### config.mk
export PLATFORM = sky130hd
export DESIGN_NAME = str_sdiv
export DESIGN_NICKNAME = d
export VERILOG_FILES = /design/src/rtl/str_sdiv.sv
export SDC_FILE = /design/constraint.sdc
export NUM_CORES = 1
export LEC_CHECK = 0
export ABC_AREA = 1
export ABC_CLOCK_PERIOD_IN_PS = 2750
export CORE_MARGIN = 3
export CORE_UTILIZATION = 52
export DETAILED_ROUTE_END_ITERATION = 6
export GPL_ROUTABILITY_DRIVEN = 0
export GPL_TIMING_DRIVEN = 1
export PLACE_DENSITY = 0.69
export SLEW_MARGIN = 20
export SYNTH_ARGS = -nofsm -noshare
export SYNTH_HDL_FRONTEND = slang
export SYNTH_SLANG_ARGS = --single-unit
### constraint.sdc
create_clock -name clk -period 2.75 [get_ports clk]
set_input_delay 0.275 -clock clk [delete_from_list [all_inputs] [get_ports clk]]
set_output_delay 0.275 -clock clk [all_outputs]
set_load 0.02 [all_outputs]
### src/rtl/str_sdiv.sv
// str_sdiv: pipelined signed divider around the str_usdiv core.
// Ports: clk, rst (sync, active-high); in_* operand stream
//   (dividend, divisor, last, valid/ready); out_* result stream
//   (quotient, remainder, last, valid/ready); out_dbz/out_ovf
//   exist only when STR_SDIV_EXC_EN is defined (saturating
//   exception results). Latency DW-PRESHIFT+2, one result/cycle.

module str_usdiv #(
  parameter int DW       = 8,
  parameter int PRESHIFT = 0
) (
  input  logic          clk,
  input  logic          rst,
  input  logic [DW-1:0] in_dividend,
  input  logic [DW-1:0] in_divisor,
  input  logic          in_last,
  input  logic          in_valid,
  output logic          in_ready,
  output logic [DW-1:0] out_quotient,
  output logic [DW-1:0] out_remainder,
  output logic          out_last,
  output logic          out_valid,
  input  logic          out_ready
);

  localparam int STG = DW - PRESHIFT;

  logic [STG:0]   sv;
  logic [STG:0]   sl;
  logic [STG+1:1] rdy;
  logic [DW-1:0]  srem [STG+1];
  logic [DW-1:0]  sq   [STG+1];
  logic [DW-1:0]  sdiv [STG];

  assign sv[0]   = in_valid;
  assign sl[0]   = in_last;
  assign srem[0] = in_dividend;
  assign sq[0]   = '0;
  assign sdiv[0] = in_divisor;

  assign in_ready      = rdy[1];
  assign rdy[STG+1]    = out_ready;
  assign out_valid     = sv[STG];
  assign out_last      = sl[STG];
  assign out_quotient  = sq[STG];
  assign out_remainder = srem[STG];

  // Stage k resolves quotient bit STG-k by a restoring
  // compare of the partial remainder against b << bit.
  for (genvar k = 1; k <= STG; k++) begin : g_stg
    localparam int SH = STG - k;

    logic            v_q;
    logic            lst_q;
    logic [DW-1:0]   rem_q;
    logic [DW-1:0]   quo_q;
    logic [DW-1:0]   rem_d;
    logic [DW-1:0]   quo_d;
    logic [2*DW-1:0] bsh;
    logic            ge;

    assign bsh = {{DW{1'b0}}, sdiv[k-1]} << SH;
    assign ge  = {{DW{1'b0}}, srem[k-1]} >= bsh;

    // ge implies bsh < 2^DW, so its low half is exact.
    assign rem_d = ge ? srem[k-1] - bsh[DW-1:0]
                      : srem[k-1];
    assign quo_d = sq[k-1]
                 | ({{(DW-1){1'b0}}, ge} << SH);

    assign rdy[k] = ~v_q | rdy[k+1];

    always_ff @(posedge clk) begin
      if (rst) begin
        v_q   <= 1'b0;
        lst_q <= 1'b0;
        rem_q <= '0;
        quo_q <= '0;
      end else if (rdy[k]) begin
        v_q <= sv[k-1];
        if (sv[k-1]) begin
          lst_q <= sl[k-1];
          rem_q <= rem_d;
          quo_q <= quo_d;
        end
      end
    end

    assign sv[k]   = v_q;
    assign sl[k]   = lst_q;
    assign srem[k] = rem_q;
    assign sq[k]   = quo_q;

    // The last stage has no consumer for the divisor.
    if (k < STG) begin : g_d
      logic [DW-1:0] div_q;
      always_ff @(posedge clk) begin
        if (rst) begin
          div_q <= '0;
        end else if (rdy[k] && sv[k-1]) begin
          div_q <= sdiv[k-1];
        end
      end
      assign sdiv[k] = div_q;
    end
  end

endmodule

module str_sdiv #(
  parameter int DW       = 8,
  parameter int PRESHIFT = 0
) (
  input  logic          clk,
  input  logic          rst,
  input  logic [DW-1:0] in_dividend,
  input  logic [DW-1:0] in_divisor,
  input  logic          in_last,
  input  logic          in_valid,
  output logic          in_ready,
  output logic [DW-1:0] out_quotient,
  output logic [DW-1:0] out_remainder,
  output logic          out_last,
  output logic          out_valid,
  input  logic          out_ready
`ifdef STR_SDIV_EXC_EN
  ,
  output logic          out_dbz,
  output logic          out_ovf
`endif
);

  localparam int STG   = DW - PRESHIFT;
  localparam int AW    = $clog2(STG + 1);
  localparam int DEPTH = 1 << AW;
`ifdef STR_SDIV_EXC_EN
  localparam int FW = 4;
  localparam logic [DW-1:0] MINV =
    {1'b1, {(DW-1){1'b0}}};
  localparam logic [DW-1:0] MAXV =
    {1'b0, {(DW-1){1'b1}}};
`else
  localparam int FW = 2;
`endif

  // Flag bits: 0 rneg, 1 qneg, 2 dbz, 3 ovf.
  logic          pre_v_q;
  logic          pre_l_q;
  logic [DW-1:0] pre_a_q;
  logic [DW-1:0] pre_b_q;
  logic [FW-1:0] pre_f_q;
  logic [FW-1:0] pre_f_d;
  logic [DW-1:0] a_mag;
  logic [DW-1:0] b_mag;
  logic          pre_rdy;

  logic          core_rdy;
  logic          core_v;
  logic          core_l;
  logic [DW-1:0] core_q;
  logic [DW-1:0] core_r;

  logic [FW-1:0] mem_q [DEPTH];
  logic [AW-1:0] wp_q;
  logic [AW-1:0] rp_q;
  logic          fifo_push;
  logic          fifo_pop;
  logic [FW-1:0] fh;

  logic          post_rdy;
  logic          out_v_q;
  logic          out_l_q;
  logic [DW-1:0] out_q_q;
  logic [DW-1:0] out_r_q;
  logic [DW-1:0] q_d;
  logic [DW-1:0] r_d;
`ifdef STR_SDIV_EXC_EN
  logic          dbz_q;
  logic          ovf_q;
`endif

  // The most negative value negates to itself, which as an
  // unsigned DW-bit number is exactly its magnitude.
  assign a_mag = in_dividend[DW-1]
               ? {DW{1'b0}} - in_dividend : in_dividend;
  assign b_mag = in_divisor[DW-1]
               ? {DW{1'b0}} - in_divisor : in_divisor;

  always_comb begin
    pre_f_d    = '0;
    pre_f_d[0] = in_dividend[DW-1];
    pre_f_d[1] = in_dividend[DW-1] ^ in_divisor[DW-1];
`ifdef STR_SDIV_EXC_EN
    pre_f_d[2] = (in_divisor == '0);
    pre_f_d[3] = (in_dividend == MINV)
               && (in_divisor == '1);
`endif
  end

  assign pre_rdy  = ~pre_v_q | core_rdy;
  assign in_ready = pre_rdy;

  always_ff @(posedge clk) begin
    if (rst) begin
      pre_v_q <= 1'b0;
      pre_l_q <= 1'b0;
      pre_a_q <= '0;
      pre_b_q <= '0;
      pre_f_q <= '0;
    end else if (pre_rdy) begin
      pre_v_q <= in_valid;
      if (in_valid) begin
        pre_l_q <= in_last;
        pre_a_q <= a_mag;
        pre_b_q <= b_mag;
        pre_f_q <= pre_f_d;
      end
    end
  end

  str_usdiv #(
    .DW       (DW),
    .PRESHIFT (PRESHIFT)
  ) u_core (
    .clk           (clk),
    .rst           (rst),
    .in_dividend   (pre_a_q),
    .in_divisor    (pre_b_q),
    .in_last       (pre_l_q),
    .in_valid      (pre_v_q),
    .in_ready      (core_rdy),
    .out_quotient  (core_q),
    .out_remainder (core_r),
    .out_last      (core_l),
    .out_valid     (core_v),
    .out_ready     (post_rdy)
  );

  // Sign flags travel beside the core; at most STG items
  // are ever inside it, so DEPTH > STG cannot overflow.
  assign fifo_push = pre_v_q & core_rdy;
  assign fifo_pop  = core_v & post_rdy;
  assign fh        = mem_q[rp_q];

  always_ff @(posedge clk) begin
    if (!rst && fifo_push) begin
      mem_q[wp_q] <= pre_f_q;
    end
  end

  always_ff @(posedge clk) begin
    if (rst) begin
      wp_q <= '0;
      rp_q <= '0;
    end else begin
      if (fifo_push) begin
        wp_q <= wp_q + AW'(1);
      end
      if (fifo_pop) begin
        rp_q <= rp_q + AW'(1);
      end
    end
  end

  always_comb begin
    q_d = fh[1] ? {DW{1'b0}} - core_q : core_q;
    r_d = fh[0] ? {DW{1'b0}} - core_r : core_r;
`ifdef STR_SDIV_EXC_EN
    if (fh[2]) begin
      q_d = fh[0] ? MINV : MAXV;
    end else if (fh[3]) begin
      q_d = MAXV;
      r_d = '0;
    end
`endif
  end

  assign post_rdy = ~out_v_q | out_ready;

  always_ff @(posedge clk) begin
    if (rst) begin
      out_v_q <= 1'b0;
      out_l_q <= 1'b0;
      out_q_q <= '0;
      out_r_q <= '0;
    end else if (post_rdy) begin
      out_v_q <= core_v;
      if (core_v) begin
        out_l_q <= core_l;
        out_q_q <= q_d;
        out_r_q <= r_d;
      end
    end
  end

`ifdef STR_SDIV_EXC_EN
  always_ff @(posedge clk) begin
    if (rst) begin
      dbz_q <= 1'b0;
      ovf_q <= 1'b0;
    end else if (post_rdy && core_v) begin
      dbz_q <= fh[2];
      ovf_q <= fh[3];
    end
  end

  assign out_dbz = dbz_q;
  assign out_ovf = ovf_q;
`endif

  assign out_valid     = out_v_q;
  assign out_last      = out_l_q;
  assign out_quotient  = out_q_q;
  assign out_remainder = out_r_q;

endmodule
## After elaboration in Yosys (flattened, before gate mapping)

Memory sizes are Yosys's and may differ from the RTL's. A register that Yosys moved wholly into a read port is not among the register bits.
Cells that the tools add are included.

| storage, ports and cells | value |
|---|---|
| bits in writable memories | 32 |
| input port bits | 21 |
| memories | 1 |
| memory bits (read-only) | 0 |
| register bits | 239 |
| bits in latches | 0 |

Memories:

| name | depth | bits a word | read ports | clocked after Yosys merged registers in | wr ports | line | text |
|---|---|---|---|---|---|---|---|
| mem_q | 16 | 2 | 1 | 1 | 1 | 163 | `logic [FW-1:0] mem_q [DEPTH];` |

| operators by class | value |
|---|---|
| reductions and logical operators | 19 |
| div/mod/pow operators | 0 |
| $mul | 0 |
| mux-type cells | 16 |
| bitwise logic cells | 30 |
| equal/unequal tests | 0 |
| magnitude comparators | 8 |
| shift-type cells | 0 |
| $add $sub $neg | 14 |

Operator list:

| kind | number |
|---|---|
| 8-bit 2-to-1 mux | 12 |
| 8-bit subtractor | 8 |
| 1-bit by 8-bit subtractor with 8-bit output (first input constant) | 4 |
| 2-bit AND reduction | 10 |
| 8-bit by 15-bit greater-or-equal comparator with 1-bit output | 1 |
| 8-bit by 14-bit greater-or-equal comparator with 1-bit output | 1 |
| 8-bit by 13-bit greater-or-equal comparator with 1-bit output | 1 |
| 8-bit by 12-bit greater-or-equal comparator with 1-bit output | 1 |
| 8-bit by 11-bit greater-or-equal comparator with 1-bit output | 1 |
| 8-bit by 10-bit greater-or-equal comparator with 1-bit output | 1 |
| 1-bit NOT | 10 |
| 1-bit bitwise OR | 10 |
| 8-bit by 9-bit greater-or-equal comparator with 1-bit output | 1 |
| 4-bit by 1-bit adder with 4-bit output (second input constant) | 2 |
| 8-bit greater-or-equal comparator | 1 |
| 1-bit logical AND | 8 |
| 4-bit 2-to-1 mux | 2 |
| 8-bit by 1-bit bitwise OR with 8-bit output | 1 |
| 8-bit by 2-bit bitwise OR with 8-bit output | 1 |
| 8-bit by 3-bit bitwise OR with 8-bit output | 1 |
| 8-bit by 4-bit bitwise OR with 8-bit output | 1 |
| 8-bit by 5-bit bitwise OR with 8-bit output | 1 |
| 8-bit by 6-bit bitwise OR with 8-bit output | 1 |
| 8-bit by 7-bit bitwise OR with 8-bit output | 1 |
| other kinds (4) | 6 |

## Longest topological paths before layout

| logic depth | value |
|---|---|
| depth after elaboration | 14 |
| gate-level depth with buffers | 13 |
| mapped depth without buffers | 13 |

## Cells and area by module

Synthesis repeated with hierarchy kept, for this count alone.

| unflattened totals | value |
|---|---|
| cells, all modules | 1,708 |
| area total of the unflattened synthesis | 12,400.6 um^2 |

By module, submodules not included:

| module | cells an instance | area each (um^2) | times used |
|---|---|---|---|
| str_usdiv | 1,202 | 8,363.0 | 1 |
| str_sdiv | 506 | 4,037.6 | 1 |

## Worst setup path before layout

Ideal clock, no wire load.

| timing | value |
|---|---|
| path type | register to register |
| start point | reg u_core.g_stg[6].rem_q[1] |
| end point | reg u_core.g_stg[7].rem_q[6] |
| period minus slack after synthesis | 1.980 ns |
| slack | 0.770 ns |
| cell stages (with the launch flop) | 13 |
| arrival time | 1.860 ns |
| setup time | 0.120 ns |
| cells stage by stage | dfxtp_1 inv_1 ha_1 fa_1 inv_1 nand3_1 nand2_1 nand4_1 nand3_1 buf_2 inv_1 a21oi_1 a21oi_1 |

| between the ends | value |
|---|---|
| cells in the longest elaborated chain, start to end | 2 |
| elaborated cells on any way between the ends | 3 |
| classes of those cells | add/sub: 1; order compare: 1; mux: 1 |

Ends and longest elaborated chain:

| item | line | text |
|---|---|---|
| from (decl) | 55 | `logic [DW-1:0] rem_q;` |
| from (signal assigned) | 83 | `rem_q <= rem_d;` |
| 8-bit subtractor or 8-bit by 9-bit greater-or-equal comparator with 1-bit output (tied branches) | 66, 63 |  |
| 8-bit 2-to-1 mux (*) | 66 | `assign rem_d = ge ? srem[k-1] - bsh[DW-1:0]` |
| to (signal assigned) | 83 |  |
| to (decl) | 55 |  |

Every way passes the cells marked *; elsewhere a longest branch is shown, timed or not.
A chain may end at the register's enable or synchronous reset.

## Worst setup path after layout

| timing | value |
|---|---|
| start point | reg u_core.g_stg[8].v_q (netlist: u_core.out_valid) |
| end point | out in_ready |

| between the ends | value |
|---|---|
| cells in the longest elaborated chain, start to end | 10 |

Ends and longest elaborated chain:

| item | line | text |
|---|---|---|
| from (decl) | 53 | `logic v_q;` |
| from (signal assigned) | 80 | `v_q <= sv[k-1];` |
| 1-bit NOT | 71 | `assign rdy[k] = ~v_q \| rdy[k+1];` |
| 1-bit bitwise OR (8 in series) | 71 |  |
| 1-bit bitwise OR | 200 | `assign pre_rdy = ~pre_v_q \| core_rdy;` |
| to (decl) | 120 | `output logic in_ready,` |

No other way between the ends.

==> flow_summary.yaml <==
drt:
  route.final.wire_length_mm: 24.21
  via_count: 9687
  drtIter0Drc: 590
  viasPerCell: 5.155
  antenna_left: 0
  drt-pass1-iter-count: 5
  drc_errors: 0
  wl_per_cell_um: 12.89
floorplan:
  core_um2: 22230
  die_y_um: 157.9
  rows: 54
  die_x_um: 157.9
  initial_core_util_pct: 54.01
  die_area_um2: 24950
  pin_count: 40
hold_path:
  hold_path_startpoint: "rst"
  whs_path_depth: 2
  holdPathEnd: "out_valid$_SDFFE_PP0P_"
  hp-class: "in -> reg"
synth:
  synth-seq-cells: 254
  syn_area_um2: 12010
  synth_cell_types: 43
  synth_nets: 1645
  yosys_warnings: 0
  syn_avg_cell_area_um2: 7.637
  synth_seq_area_share_pct: 45.02
  syn-instance-count: 1572
global_routing:
  grt_first_pass_wirelength_mm: 42.19
  gr-total-overflow: 0
  first_global_vias: 9267
  antenna_found_initial: 0
  grt_start_max_net_pins: 65
  grt_usage_pct: 19.88
timing:
  final_hold_viol_count: 0
  setup_violations: 0
  slew_viol_final: 0
  skew_ns: 0.01433
  fmax_ghz: 0.4016
  fin_crit_ns: 2.490
  fin_tns_setup_ns: 0
  fin_crit_sh_pct: 90.56
  max_slew.worst_pin.slew_ns: 0.6123
  rsz0062_at_grt: "false"
  max_slew_margin_pct: 59.05
worst_setup_path:
  cp_cell_sequence: "nand3_2 > nor2_4 > nand4_4 > nor2_8 > nand4_4 > clkdlybuf4s50_1"
  slowest_stage: "clkdlybuf4s50_1"
  worst_path_largest_cell_delay_ns: 0.57
  r2r_cells: 9
  r2r_end: "u_core.g_stg[6].rem_q[5]$_SDFFE_PP0P_"
  arrival_ns: 2.22
  regToRegSetupSlack_ns: 0.54
  timing.critical_path.mode_cell: "nand4_4"
  crit_type: "reg -> out"
  rr_startpoint: "u_core.g_stg[5].rem_q[2]$_SDFFE_PP0P_"
  worstPathMaxFanout: 4
  critPathCaptureType: "output port"
  required_ns: 2.48
  cp-start-kind: "flip-flop"
cells_and_area:
  drive_gt1_share_pct: 5.191
  post-route-cell-area_um2: 13330
  fill_cells: 2032
  antennaDiodeCount: 0
  finalNetCount: 1654
  area_growth_pct: 11.03
cts:
  postCtsSetupBuffers: 0
  clockBufferDepth: 3
  clkLatencyLatePin_ns: 0.53
  cts_tree: "done"
  clock_sinks: 254
  h-tree-depth: 1
  numCtsBuffers: 26
  ctsHoldBuffers: 0
  cts_root_buf: "clkbuf_16"
  cts_resized: 0
  clk_pin_slew_ns: 0.06
power:
  power_uw: 7863
  vdd_drop_max_uv: 437.0
  power_density_nw_per_um2: 589.9
  power_leakage_uw: 0.005690
run:
  drv_cap: 0
placement:
  dpl.hpwl_mm: 17.18
  placed_cell_area_um2: 12500
  port_buffers: 39
run_status:
  outcome: "completed"
cells by family (layout without fill, tap and decap cells):
family / after synthesis / count (layout) / share of synthesized area [%]
fa+ha+maj: 52 / 52 / 5.857
buf+inv: 258 / 285 / 8.911
simple gates: 603 / 603 / 21.42
compound gates: 365 / 365 / 15.87
flops: 254 / 254 / 45.02
xor+xnor: 40 / 40 / 2.918
Yosys cell counts, drive strengths merged:
cell / number / share of area, %
clkbuf: 31 / 0.99
nand4: 10 / 0.77
a21boi: 1 / 0.063
nor3: 17 / 0.75
nor3b: 4 / 0.25
ha: 45 / 4.7
o211ai: 13 / 0.81
and2: 1 / 0.052
a22oi: 1 / 0.063
buf: 42 / 2.1
edfxtp: 32 / 8.0
xor2: 26 / 1.9
dfxtp: 222 / 37
nand2: 204 / 6.6
o21ai: 188 / 7.8
xnor2: 14 / 1.0
a31oi: 5 / 0.26
o21bai: 1 / 0.063
fa: 7 / 1.2
nand3: 89 / 3.9
inv: 185 / 5.8
nand3b: 3 / 0.19
nor2: 268 / 8.6
nor4: 5 / 0.26
or2: 2 / 0.10
a21oi: 155 / 6.7
o31ai: 1 / 0.063
critical path: cells and delay by family, from the launching register on:
family,cells,cell delay [ns]
AND/OR/NAND/NOR,5,0.74
buffers and inverters,1,0.57
flip-flops,1,0.39
worst max-delay path by stage:
stage | startpoint | end | slack [ns]
floorplan | u_core.g_stg[6].rem_q[1]$_SDFFE_PP0P_ | u_core.g_stg[7].rem_q[6]$_SDFFE_PP0P_ | 0.77
global placement | out_ready | mem_q[4][0]$_DFFE_PP_ | 0.38
detailed placement | out_ready | mem_q[7][1]$_DFFE_PP_ | 0.32
CTS | u_core.out_valid$_SDFFE_PP0P_ | in_ready | 0.23
global route | u_core.out_valid$_SDFFE_PP0P_ | in_ready | 0.14
finish | u_core.out_valid$_SDFFE_PP0P_ | in_ready | 0.26
through the flow:
step	instances	util, %	setup WS (ns)	hold WS, ns
after floorplan	1572	-	0.7705	0.4297
after global placement	1833	56.21	0.3817	0.4404
after detailed placement	1833	56.21	0.3195	0.4488
after CTS	1879	59.96	0.2330	0.1861
after global routing	1879	59.96	0.1381	0.2074
final	1879	59.96	0.2597	0.2004
metal layers:
layer	GRT usage (%)	wire length (um)
met3	2.542	688
met4	4.711	490
met5	0	0
met1	26.26	11360
met2	34.87	11680
sequential cells by signal, summed over array words and instances (netlist names), 28 cells and up, named ones only:
register / flops
u_core.g_stg.g_d.div_q: 56
u_core.g_stg.quo_q: 28
u_core.g_stg.rem_q: 56
mem_q: 32
placed cells by master (no fill, tap or decap), types with 16 or more instances in the layout:
master,count
nor3_1,16
a21oi_1,147
nand2_1,198
inv_1,180
edfxtp_1,32
nor2_1,264
dfxtp_1,222
clkbuf_16,27
ha_1,45
clkdlybuf4s50_1,38
o21ai_0,174
xor2_1,26
nand3_1,87
layout make-up:
type / instances / area [um^2] / share of cell area, %
clock buffers: 35 / 725.7 / 5.444
clock inverters: 11 / 107.6 / 0.8073
inverters: 185 / 696.9 / 5.229
multi-input cells: 1060 / 5533 / 41.51
flip-flops and latches: 254 / 5405 / 40.55
well taps: 280 / 350.3 / 2.628
repair buffers: 54 / 510.5 / 3.830
report_power, final:
part	internal, uW	total (uW)	leakage [uW]	switching [uW]
Clock	2030	3430	0.000407	1400
Sequential	3840	3910	0.00209	71.5
Combinational	201	522	0.00319	321
Total	6070	7860	0.00569	1790
(Power assumes the default switching activity.)
